**src/rtl/mem_bus_arbiter.sv**
```systemverilog
// -----------------------------------------------------------------------------
// mem_bus_arbiter
// Shares one single-port 8-bit data memory / memory-mapped IO block between
// two bus masters: requester 0 (CPU datapath) and requester 1 (DMA or capture
// engine). Arbitration is round-robin. An owner may hold LOCK to keep the bus
// for a burst of at most MAX_BURST accepted accesses while the other side waits.
//
// Ports
//   CLK, RESET           clock, synchronous active-high reset
//   REQn/WEn/ADDRn/      request, write enable, address, write data and
//   WDATAn/LOCKn         burst lock from requester n
//   GNTn                 requester n owns the bus this cycle (from state)
//   ACKn                 registered: access accepted at the previous edge done
//   RDATAn               registered read data; holds between read accepts
//   M_ADDR/M_DATA/M_MW   memory address, write data, write enable
//   M_Q                  memory read data (combinational from M_ADDR)
//   OWNER                00 idle, 01 requester 0, 10 requester 1
// -----------------------------------------------------------------------------
module mem_bus_arbiter #(
  parameter int unsigned MAX_BURST = 4
) (
  input  logic       CLK,
  input  logic       RESET,
  input  logic       REQ0,
  input  logic       REQ1,
  input  logic       WE0,
  input  logic       WE1,
  input  logic [7:0] ADDR0,
  input  logic [7:0] ADDR1,
  input  logic [7:0] WDATA0,
  input  logic [7:0] WDATA1,
  input  logic       LOCK0,
  input  logic       LOCK1,
  output logic       GNT0,
  output logic       GNT1,
  output logic       ACK0,
  output logic       ACK1,
  output logic [7:0] RDATA0,
  output logic [7:0] RDATA1,
  output logic [7:0] M_ADDR,
  output logic [7:0] M_DATA,
  output logic       M_MW,
  input  logic [7:0] M_Q,
  output logic [1:0] OWNER
);

  // State encoding doubles as the OWNER output code.
  typedef enum logic [1:0] {
    ST_IDLE = 2'b00,
    ST_OWN0 = 2'b01,
    ST_OWN1 = 2'b10
  } state_t;

  state_t     r_state;
  state_t     w_state_nxt;
  logic       r_last;        // last owner; the other side wins the next tie
  logic       w_last_nxt;
  logic [3:0] r_beats;       // accepted accesses in the current tenure
  logic [3:0] w_beats_nxt;
  logic       r_ack0;
  logic       r_ack1;
  logic [7:0] r_rdata0;
  logic [7:0] r_rdata1;

  logic       w_gnt0;
  logic       w_gnt1;
  logic       w_acc0;
  logic       w_acc1;
  logic       w_burst_done;
  logic [3:0] w_beats_sat;

  // Saturating beat increment so a long uncontested stream never wraps.
  function automatic logic [3:0] beats_inc_sat(input logic [3:0] beats);
    logic [3:0] res;
    if (beats == 4'd15) begin
      res = 4'd15;
    end else begin
      res = beats + 4'd1;
    end
    return res;
  endfunction

  assign w_gnt0 = (r_state == ST_OWN0);
  assign w_gnt1 = (r_state == ST_OWN1);
  assign w_acc0 = w_gnt0 & REQ0;
  assign w_acc1 = w_gnt1 & REQ1;

  // The lock budget is spent once the access being accepted now is the
  // MAX_BURST-th of this tenure.
  assign w_burst_done = (({1'b0, r_beats} + 5'd1) >= 5'(MAX_BURST));
  assign w_beats_sat  = beats_inc_sat(r_beats);

  // Next-state, LAST and BEATS decision.
  always_comb begin
    w_state_nxt = r_state;
    w_last_nxt  = r_last;
    w_beats_nxt = r_beats;
    case (r_state)
      ST_IDLE: begin
        if (REQ0 & REQ1) begin
          w_state_nxt = r_last ? ST_OWN0 : ST_OWN1;
        end else if (REQ0) begin
          w_state_nxt = ST_OWN0;
        end else if (REQ1) begin
          w_state_nxt = ST_OWN1;
        end else begin
          w_state_nxt = ST_IDLE;
        end
      end
      ST_OWN0: begin
        if (REQ0) begin
          if (REQ1 & (~LOCK0 | w_burst_done)) begin
            w_state_nxt = ST_OWN1;
            w_beats_nxt = 4'd0;
            w_last_nxt  = 1'b0;
          end else begin
            w_beats_nxt = w_beats_sat;
          end
        end else begin
          w_state_nxt = REQ1 ? ST_OWN1 : ST_IDLE;
          w_beats_nxt = 4'd0;
          w_last_nxt  = 1'b0;
        end
      end
      ST_OWN1: begin
        if (REQ1) begin
          if (REQ0 & (~LOCK1 | w_burst_done)) begin
            w_state_nxt = ST_OWN0;
            w_beats_nxt = 4'd0;
            w_last_nxt  = 1'b1;
          end else begin
            w_beats_nxt = w_beats_sat;
          end
        end else begin
          w_state_nxt = REQ0 ? ST_OWN0 : ST_IDLE;
          w_beats_nxt = 4'd0;
          w_last_nxt  = 1'b1;
        end
      end
      default: begin
        w_state_nxt = ST_IDLE;
        w_beats_nxt = 4'd0;
        w_last_nxt  = 1'b1;
      end
    endcase
  end

  // Arbitration state registers.
  always_ff @(posedge CLK) begin
    if (RESET) begin
      r_state <= ST_IDLE;
      r_last  <= 1'b1;
      r_beats <= 4'd0;
    end else begin
      r_state <= w_state_nxt;
      r_last  <= w_last_nxt;
      r_beats <= w_beats_nxt;
    end
  end

  // Registered completion: ACK pulses one cycle after each accept, read data
  // captured from the memory on read accepts and held otherwise.
  always_ff @(posedge CLK) begin
    if (RESET) begin
      r_ack0   <= 1'b0;
      r_ack1   <= 1'b0;
      r_rdata0 <= 8'd0;
      r_rdata1 <= 8'd0;
    end else begin
      r_ack0 <= w_acc0;
      r_ack1 <= w_acc1;
      if (w_acc0 & ~WE0) begin
        r_rdata0 <= M_Q;
      end
      if (w_acc1 & ~WE1) begin
        r_rdata1 <= M_Q;
      end
    end
  end

  // Memory address/data mux; an idle bus presents zeros.
  always_comb begin
    M_ADDR = 8'd0;
    M_DATA = 8'd0;
    case (r_state)
      ST_OWN0: begin
        M_ADDR = ADDR0;
        M_DATA = WDATA0;
      end
      ST_OWN1: begin
        M_ADDR = ADDR1;
        M_DATA = WDATA1;
      end
      default: begin
        M_ADDR = 8'd0;
        M_DATA = 8'd0;
      end
    endcase
  end

  // RESET gates the write strobe so a reset landing mid-burst never commits.
  assign M_MW   = ((w_gnt0 & REQ0 & WE0) | (w_gnt1 & REQ1 & WE1)) & ~RESET;
  assign GNT0   = w_gnt0;
  assign GNT1   = w_gnt1;
  assign OWNER  = r_state;
  assign ACK0   = r_ack0;
  assign ACK1   = r_ack1;
  assign RDATA0 = r_rdata0;
  assign RDATA1 = r_rdata1;

endmodule

```
**config.mk**
```make
export PLATFORM = sky130hd
export DESIGN_NAME = mem_bus_arbiter
export DESIGN_NICKNAME = d
export VERILOG_FILES = /design/src/rtl/mem_bus_arbiter.sv
export SDC_FILE = /design/constraint.sdc
export NUM_CORES = 1
export LEC_CHECK = 0
export BUFFER_PORTS_ARGS = -buffer_cell sky130_fd_sc_hd__buf_4
export CAP_MARGIN = 20
export CORE_ASPECT_RATIO = 1.75
export CORE_UTILIZATION = 38
export DETAILED_ROUTE_END_ITERATION = 8
export GPL_ROUTABILITY_DRIVEN = 0
export GPL_TIMING_DRIVEN = 0
export HOLD_SLACK_MARGIN = 0.1
export PLACE_DENSITY = 0.71
export SYNTH_ARGS = -nofsm -noshare
export SYNTH_HDL_FRONTEND = slang
export SYNTH_SLANG_ARGS = --single-unit
```
**constraint.sdc**
```tcl
create_clock -name CLK -period 1.6 [get_ports CLK]
set_clock_uncertainty 0.05 [all_clocks]
set_input_delay 0.16 -clock CLK [delete_from_list [all_inputs] [get_ports CLK]]
set_output_delay 0.16 -clock CLK [all_outputs]
set_load 0.01 [all_outputs]
```
# Yosys cells after proc, flatten, opt, wreduce, memory -nomap -nowiden
# Index checks and enable logic that the tools add are counted.
# Widths: inputs -> output; s select.
# totals
regBits	25
latchBits	0
ram_bits	0
romBits	0
inputBits	48
word_cells	60
n_memories	0
# op_classes
add_sub_neg	2
mul	0
div_mod_pow	0
n_lt_le_gt_ge	1
n_eq_ne	5
shift	0
mux	23
bitwise_logic	19
reduce_logical	3
# ops
cell	n
$pmux 8 s2	2
$mux 4	5
$mux 2	8
$pmux 4 s3	1
$and 1x1->1	10
$ne 3x2->1 const B	2
$not 1->1	6
$pmux 2 s3	1
$add 4x1->5 const B	1
$ge 5x3->1 const B	1
$mux 1	5
$add 4x1->4 const B	1
$eq 4x4->1 const B	1
$or 1x1->1	3
$pmux 1 s3	1
$reduce_and 3->1	1
$eq 2x1->1 const B	1
$eq 2x2->1 const B	1
$logic_not 2->1	1
$reduce_and 2->1	1

# Depth between registers and ports, before layout
# Gate-level depths: netlist (run 1).
# logic_depth
word_depth	7
mapped_depth	8

# Least setup slack after synthesis (run 1)
# OpenSTA, ideal clock, no wires.
# synth_timing
path_type	register to register
startpoint	reg r_state[1] (netlist: OWNER[1])
endpoint	reg r_state[0] (netlist: OWNER[0])
setup_time_ns	0.121
t_arrival_ns	1.677
t_required_ns	1.429
path_slack_ns	-0.248
stages_incl_launch_ff	8
path_buffers	1
path_cell_list	dfxtp_1 inv_1 ha_1 buf_4 nand2_1 o32ai_2 a21oi_2 mux2_2
# synth_between
elab_chain_len	3
# synth_rtl
element	line	text
start, declared	54	state_t r_state;
start signal, assigned	155	r_state <= w_state_nxt;
$eq 2x1->1 *	--	
net GNT0	34	output logic GNT0,
$ne 3x2->1 (no source line)	--	
$reduce_and 2->1 (no source line)	--	
# The timed path passes the listed nets; every way through them passes the cells marked *.
# A chain may end at the register's enable or synchronous reset.

# Worst setup path after layout (run 1)
# layout_timing
startpoint	reg r_state[0] (netlist: OWNER[0])
endpoint	out M_DATA[2]
# layout_between
elab_chain_len	2
# layout_rtl
element	line	text
$eq 2x2->1 / $eq 2x1->1 (equally long branches)	185	case (r_state)
$pmux 8 s2 *	185	
end, declared	41	output logic [7:0] M_DATA,
# Mark *: on every way between the ends. The rest lies on a longest branch, timed or not.

==> flow_summary.yaml, run 1 <==
die:
  die_height_um: 81.8
  core-area_um2: 3430
  core.rowCount: 28
  dieArea_um2: 3890
  io_pins: 87
  start_util_pct: 40.3
  chipWidth_um: 47.6
cts:
  numCtsBuffers: 3
  root_buffer: "clkbuf_8"
  max-clock-path-buffers: 2
  clkSinkCount: 25
  clk_latency_ps: 270
  cts_tree: "built"
  h-tree-depth: 1
  cts.reportedPaths.clkPinSlew_ps: 90
grt:
  grt.busiest_layer: "met2"
  use_met2_pct: 45.3
  antenna_found_initial: 0
  grt_max_degree: 14
  grt_util_all_layers_pct: 22.3
  overflow: 0
  grt_pass1_wl_um: 6220
  use_met3_pct: 2.86
  use_met1_pct: 21.0
  grt_pass1_vias: 1449
power_and_ir_drop:
  vdd.ir_drop.worst_v: 0.000756
  total_power_uw: 2200
  p_per_area_nw_per_um2: 857
  p_leak_uw: 0.00109
worst_hold_path:
  min-delay-start: "M_Q[1]"
  hold_path.class: "in2reg"
timing:
  finalCritPeriodShare_pct: 104
  max_freq_ghz: 0.601
  slew_viol_final: 0
  fin_crit_ps: 1660
  final-hold-violation-count: 0
  rsz0062_at_grt: "true"
  relSlewSlack_pct: 66.9
  worst_pin_slew_ps: 497
  setup-violations-final: 18
  setup_slack_ps: -63.9
synth:
  syn_inst: 174
  synth.top_cell.area_share_pct: 36.2
  seq_area_frac_synth_pct: 36.2
  ys.flop_type: "dfxtp_1"
  yosys-top-cells-area: "dfxtp_1, nand2_1, a22oi_1"
  synth_warnings: 0
  syn_area_um2: 1380
  syn-num-nets: 228
  ys_ff_latch: 25
  avgSynthCellArea_um2: 7.95
  yosys.area.top_type: "dfxtp_1"
  synthArstFlopShare_pct: 0
  synth-edff-count: 0
  ys_types: 32
worst_setup_path:
  path_class: "reg2out"
  reg2reg_from: "OWNER[0]"
  crit_path_end_kind: "primary output"
  start_kind: "register"
  crit_arrival_ps: 1450
  cp_max_fo: 7
  critPathLaunch: "OWNER[0]"
  cp.required_ps: 1390
detailed_routing:
  dr.pass1.iters: 4
  drc: 0
  drt_iter0_drc: 13
  vias_per_cell: 5.03
  ant_nets: 0
  avgRoutedWirePerCell_um: 13.9
  wirelength_um: 4530
  vias: 1640
finish:
  diodes: 0
  regArea_um2: 509
  final_util_pct: 74.7
  drive_gt1_share_pct: 55.5
  syn_to_final_growth_pct: 85.6
  finalNetCount: 336
  fillCellCount: 278
  instances_no_fill: 326
  multi_input_area_um2: 1010
placed_design:
  portBuffers: 86
  hpwl_um: 3220
  dp.cells: 305
run_status:
  run_status: "finished, violations left"
  violations: "setup timing"
flow_run:
  drv_cap: 0
sequential cells by signal (all words and copies together) (netlist names):
name     cells
r_last       1
ACK1         1
ACK0         1
OWNER        2
RDATA1       8
r_beats      4
RDATA0       8
where the power goes:
group / switching, uW / leakage, uW / internal [uW] / total (uW)
combinational: 481 / 0.000864 / 657 / 1140
sequential: 25.9 / 0.000204 / 657 / 683
clock: 199 / 0.0000228 / 178 / 378
total: 706 / 0.00109 / 1490 / 2200
final timing paths:
check	endpoint	slack (ps)	cells past startpoint
hold / removal	RDATA0[1]	100	3
hold reg to reg	RDATA1[0]	410	2
setup / recovery	M_DATA[2]	-60	6
setup reg to reg	OWNER[1]	-30	6
synthesized netlist by cell type, types with 4 or more instances:
library cell  count
clkbuf_1          7
ha_1              6
nor2_1            7
dfxtp_1          25
nand2_1          39
a22oi_1          16
inv_1             5
nor2b_1          17
a21oi_1          17
or2_2             4
layout by cell type (no fill, tap or decap), drive strengths merged, types with 4 or more instances in the layout:
| cell type | n |
|---|---|
| a21oi | 18 |
| a22oi | 16 |
| buf | 104 |
| clkbuf | 10 |
| dfxtp | 25 |
| ha | 6 |
| inv | 5 |
| nand2 | 40 |
| nor2 | 7 |
| nor2b | 17 |
| or2 | 4 |
routing by layer:
metal | wire length, um | share of wire [%] | up-vias
li1 | - | - | 821
met1 | 1540 | 34 | 734
met2 | 2510 | 55 | 80
met3 | 417 | 9.2 | 5
met4 | 57 | 1.3 | 0
met5 | 0 | 0 | -
per-stage QoR:
stage	hold slack (ps)	setup slack, ps	cell area [um^2]	TNS, ps
CTS	100	-75.9	2460	-935
detailed placement	381	-152	2150	-1240
global route	111	-98.6	2570	-1770
floorplan	246	-26.3	1450	-52.6
global placement	379	-145	2150	-1190
finish	102	-63.9	2570	-571
worst max-delay path, cell delays in order, from the launching register on:
cell and delay [ps]:
dfxtp_4 360, buf_6 120, ha_4 190, clkbuf_16 170, a22oi_2 130, nor2b_2 70, buf_4 140
logic make-up (layout without fill, tap and decap cells):
kind of cell | count (synthesis) | in the layout | synth area share (%)
buffers and inverters | 15 | 122 | 4.71
adders and majority gates | 6 | 6 | 5.43
muxes | 4 | 4 | 3.08
DFF | 25 | 25 | 36.2
and+or+nand+nor | 76 | 76 | 26.2
AOI/OAI and AO/OA | 48 | 48 | 24.4
timing repair:
action / in CTS / in global routing
resized for setup: 34 / 16
hold buffers: 2 / 1
gates cloned: 2 / 0
pin swaps: 12 / 8
endpoints found under the hold margin: 2 / 1
endpoints found under the setup margin: 30 / 39
buffers inserted: 11 / 5
final cells by class:
| class | instances | area share [%] |
|---|---|---|
| multi-input cells | 134 | 39.2 |
| repair buffers | 107 | 33.5 |
| well taps | 45 | 2.19 |
| plain buffers | 6 | 2.54 |
| flip-flops and latches | 25 | 19.8 |
| clock buffers | 4 | 1.76 |
| inverters | 5 | 0.926 |
Power figures use the tool's default switching activity.
==> run 2, diff against run 1 <==
Settings changed: CORE_ASPECT_RATIO 1.75 to 0.7.
==> run 2 against run 1 <==
Compared with the run above: critical path depth did not move; sequential share of layout area up 0.39 points; the run still ends with setup timing left; combinational power about the same; largest cell class unchanged; non-clock buffer count is 4 lower; routed wire length is 8.5% higher.
==> flow_summary.yaml, run 2 (synthesized netlist as in run 1, its figures left out) <==
detailed_routing:
  vias: 1601
  dr.pass1.iters: 4
  drc: 0
  wirelength_um: 4910
  ant_nets: 0
  drt_iter0_drc: 91
  vias_per_cell: 4.94
  avgRoutedWirePerCell_um: 15.2
timing:
  finalCritPeriodShare_pct: 105
  max_freq_ghz: 0.597
  relSlewSlack_pct: 65.2
  final-hold-violation-count: 0
  rsz0062_at_grt: "true"
  setup-violations-final: 20
  slew_viol_final: 0
  setup_slack_ps: -75.9
  fin_crit_ps: 1680
  finalSetupTns_ps: -829
  worst_pin_slew_ps: 521
die:
  core-area_um2: 3300
  die_height_um: 52.5
  io_pins: 87
  start_util_pct: 41.9
  dieArea_um2: 3890
  core.rowCount: 17
  chipWidth_um: 74.1
worst_setup_path:
  start_kind: "register"
  cp_max_fo: 7
  crit_path_end_kind: "primary output"
  crit_arrival_ps: 1470
  path_class: "reg2out"
  cp.required_ps: 1390
placed_design:
  portBuffers: 86
  hpwl_um: 3460
  dp.cells: 307
grt:
  grt_max_degree: 14
  grt_util_all_layers_pct: 25.1
  grt_pass1_wl_um: 7280
  use_met2_pct: 38.6
  use_met3_pct: 4.62
  overflow: 0
  grt.busiest_layer: "met2"
  grt_pass1_vias: 1499
  use_met1_pct: 37.5
  antenna_found_initial: 0
finish:
  drive_gt1_share_pct: 53.8
  regArea_um2: 509
  diodes: 0
  finalNetCount: 332
  multi_input_area_um2: 1010
  instances_no_fill: 324
  fillCellCount: 240
  mostFrequentLayoutCell: "buf_4"
  final_cell_mix: "buf_4, nand2_1, dfxtp_1, nor2b_1, a21oi_1"
  syn_to_final_growth_pct: 82.0
cts:
  cts.reportedPaths.clkPinSlew_ps: 80
  numCtsBuffers: 3
  clk_latency_ps: 260
  clkSinkCount: 25
  max-clock-path-buffers: 2
  cts_tree: "built"
  h-tree-depth: 1
  root_buffer: "clkbuf_8"
worst_hold_path:
  hold_path.class: "in2reg"
power_and_ir_drop:
  p_leak_uw: 0.00105
  vdd.ir_drop.worst_v: 0.000750
  p_per_area_nw_per_um2: 866
flow_run:
  drv_cap: 0
run_status:
  run_status: "finished, violations left"
  violations: "setup timing"
==> run 2: changes by cell type in the layout (fill, tap and decap cells not counted), sizes merged <==
cell and delta:
dlygate4sd3 -2, buf -2
==> run 2: what timing repair did <==
action                                  in CTS  in global routing
gates cloned                                 1                  1
endpoints found under the setup margin      38                 35
setup buffers                               12                  2
endpoints found under the hold margin        1                  0
gates resized for setup                     31                 14
pin swaps                                   13                  6
hold buffers                                 1                  0
==> run 2: final timing paths <==
path	from	slack [ps]	depth (start not counted)	end
worst min register to register	RDATA1[0]	410	2	RDATA1[0]
worst max-delay path	OWNER[0]	-80	6	M_ADDR[7]
worst max register to register	OWNER[0]	-70	6	OWNER[0]
worst min-delay path	M_Q[5]	110	3	RDATA1[5]
==> run 2: worst max-delay path, stage by stage, from the launching register on <==
cell       delay (ps)
dfxtp_4           390
inv_4              50
ha_4              210
clkbuf_16         170
a22oi_2           160
nor2b_1            70
buf_4             140
==> run 2: area by class of cell <==
class                   count  share of cell area, %
plain buffers               6                   2.59
clock buffers               4                   1.79
inverters                   5                  0.945
multi-input cells         134                   40.0
flip-flops and latches     25                   20.2
well taps                  47                   2.34
repair buffers            103                   32.1
==> run 2: layer usage <==
metal / part of all wire [%] / vias to the layer above
met2: 47 / 28
met1: 49 / 760
li1: - / 811
met3: 3.4 / 2
met4: 0.14 / 0
met5: 0 / -
==> run 2: through the flow <==
stage / util (%) / worst slack [ps] / hold slack, ps / area (um^2) / power [uW]
5_1_grt: 76.3 / -125 / 115 / 2520 / 2280
4_1_cts: 73.4 / -53.1 / 103 / 2420 / 2080
2_1_floorplan: - / -26.3 / 246 / 1450 / 1170
3_3_place_gp: 65.4 / -146 / 371 / 2160 / 1470
6_report: 76.3 / -75.9 / 111 / 2520 / 2180
3_5_place_dp: 65.4 / -160 / 380 / 2160 / 1480
==> run 2: where the power goes <==
| group | leakage [uW] | total, uW | internal, uW | switching (uW) |
|---|---|---|---|---|
| registers | 0.000204 | 690 | 658 | 32.6 |
| logic | 0.000826 | 1130 | 630 | 497 |
| clock network | 0.0000228 | 360 | 178 | 183 |
| total | 0.00105 | 2180 | 1470 | 712 |
==> run 3, diff against run 2 <==
Settings changed: CORE_MARGIN set to 2, HOLD_SLACK_MARGIN 0.1 to 0.12.
==> run 3 against run 2 <==
Compared with the run above: the run still ends with setup timing left; final cell count rose by 1.2%; register-to-register slack is essentially flat; setup slack worse by 3.0 ps; first-iteration DRC count shrank 41%; worst hold slack improved by 45 ps; critical endpoint is now M_DATA[5]; routed wire length decreased by 5.0%; count of clock-buffer cells in the layout is 1 lower; non-clock buffer count rose by 1; critical path depth unchanged; final area increased by 3.5%; core utilization is 2.2 points lower; global-route usage fell by 3.3 points.
==> flow_summary.yaml, run 3 (synthesized netlist as in run 1, its figures left out) <==
detailed_routing:
  dr.pass1.iters: 4
  wirelength_um: 4670
  vias: 1624
  avgRoutedWirePerCell_um: 14.2
  drt_iter0_drc: 54
  drc: 0
  ant_nets: 0
  vias_per_cell: 4.95
cts:
  max-clock-path-buffers: 2
  clk_latency_ps: 270
  root_buffer: "clkbuf_8"
  cts_tree: "built"
  numCtsBuffers: 3
  h-tree-depth: 1
  clkSinkCount: 25
  cts.reportedPaths.clkPinSlew_ps: 90
power_and_ir_drop:
  total_power_uw: 2180
  p_leak_uw: 0.00106
  vdd.ir_drop.worst_v: 0.000717
  p_per_area_nw_per_um2: 838
die:
  die_height_um: 54.5
  core.rowCount: 18
  chipWidth_um: 76.1
  start_util_pct: 39.4
  io_pins: 87
  core-area_um2: 3510
  dieArea_um2: 4140
finish:
  final_cell_mix: "buf_4, nand2_1, dfxtp_1, nor2b_1, a21oi_1"
  syn_to_final_growth_pct: 88.3
  mostFrequentLayoutCell: "buf_4"
  final_util_pct: 74.1
  fillCellCount: 264
  multi_input_area_um2: 1040
  regArea_um2: 509
  finalNetCount: 333
  instances_no_fill: 328
  fin_area_um2: 2600
  drive_gt1_share_pct: 52.9
  diodes: 0
timing:
  worst_pin_slew_ps: 628
  finalCritPeriodShare_pct: 105
  setup_slack_ps: -78.9
  hold-worst-slack_ps: 156
  max_freq_ghz: 0.596
  relSlewSlack_pct: 58.1
  final-hold-violation-count: 0
  slew_viol_final: 0
  setup-violations-final: 19
  rsz0062_at_grt: "true"
  fin_crit_ps: 1680
worst_setup_path:
  crit_arrival_ps: 1470
  crit_path_cell_trace: "inv_4 -> ha_4 -> clkbuf_16 -> a22oi_2 -> nor2b_1 -> buf_4"
  start_kind: "register"
  crit_path_end_kind: "primary output"
  cp_slowest_cell: "dfxtp_4"
  cp_max_fo: 6
  cp.required_ps: 1390
  path_class: "reg2out"
  max_stage_delay_ps: 380
placed_design:
  hpwl_um: 3190
  dpl_cell_area_um2: 2160
  dp.cells: 310
  portBuffers: 86
worst_hold_path:
  hold_path.class: "in2reg"
run_status:
  violations: "setup timing"
  run_status: "finished, violations left"
grt:
  grt_max_degree: 16
  grt_pass1_vias: 1544
  overflow: 0
  grt_pass1_wl_um: 7120
  grt_util_all_layers_pct: 21.8
  antenna_found_initial: 0
flow_run:
  drv_cap: 0
-- run 3: changes by cell type in the layout (fill, tap and decap cells not counted), moves of 2 or more --
cell / delta
buf_12: +2
dlygate4sd3_1: +7
nor2_2: -2
buf_4: -7
a22oi_2: +2
nor2_4: +3
a22oi_1: -2
-- run 3: per-layer routing --
layer	up-vias	global-route usage, %	routed length (um)
met1	760	28.6	2210
met5	-	0	0
met4	0	3.03	59
met3	6	4.62	191
met2	44	39.0	2210
li1	814	-	-
-- run 3: through the flow --
stage / TNS, ps / worst slack [ps]
final: -966 / -78.9
after global routing: -2500 / -165
after CTS: -634 / -51.8
after detailed placement: -1310 / -136
after global placement: -1720 / -130
after floorplan: -52.6 / -26.3
-- run 3: timing repair --
action	4_1_cts	5_1_grt
setup endpoints to repair	39	38
pin swaps	15	11
hold buffers	8	0
cloned	1	1
buffers inserted	5	3
endpoints found under the hold margin	15	0
resized for setup	40	9
-- run 3: area by class of cell --
type | count | share of cell area, %
repair buffers | 104 | 32.6
clock inverters | 1 | 0.240
clock buffers | 3 | 1.59
inverters | 5 | 0.913
flip-flops and latches | 25 | 19.6
plain buffers | 6 | 2.69
well taps | 50 | 2.40
multi-input cells | 134 | 40.0
-- run 3: path summary, 6_finish.rpt --
check	startpoint	endpoint	slack (ps)	depth (start not counted)
worst max register to register	OWNER[0]	OWNER[1]	-60	6
worst min-delay path	REQ0	ACK0	160	3
worst max-delay path	OWNER[0]	M_DATA[5]	-80	6
worst min register to register	RDATA1[3]	RDATA1[3]	410	2
-- run 3: where the power goes --
group	switching, uW	leakage (uW)	internal [uW]
Sequential	34.2	0.000204	658
Clock	206	0.0000260	178
Combinational	487	0.000832	618
-- run 3: critical path: cells and delay by family (launching register included) --
| family | cells | cell delay [ps] |
|---|---|---|
| flip-flops | 1 | 380 |
| buffers and inverters | 3 | 400 |
| AO/OA/AOI/OAI | 1 | 70 |
| AND/OR/NAND/NOR | 1 | 130 |
| adder cells (fa/ha/maj) | 1 | 230 |
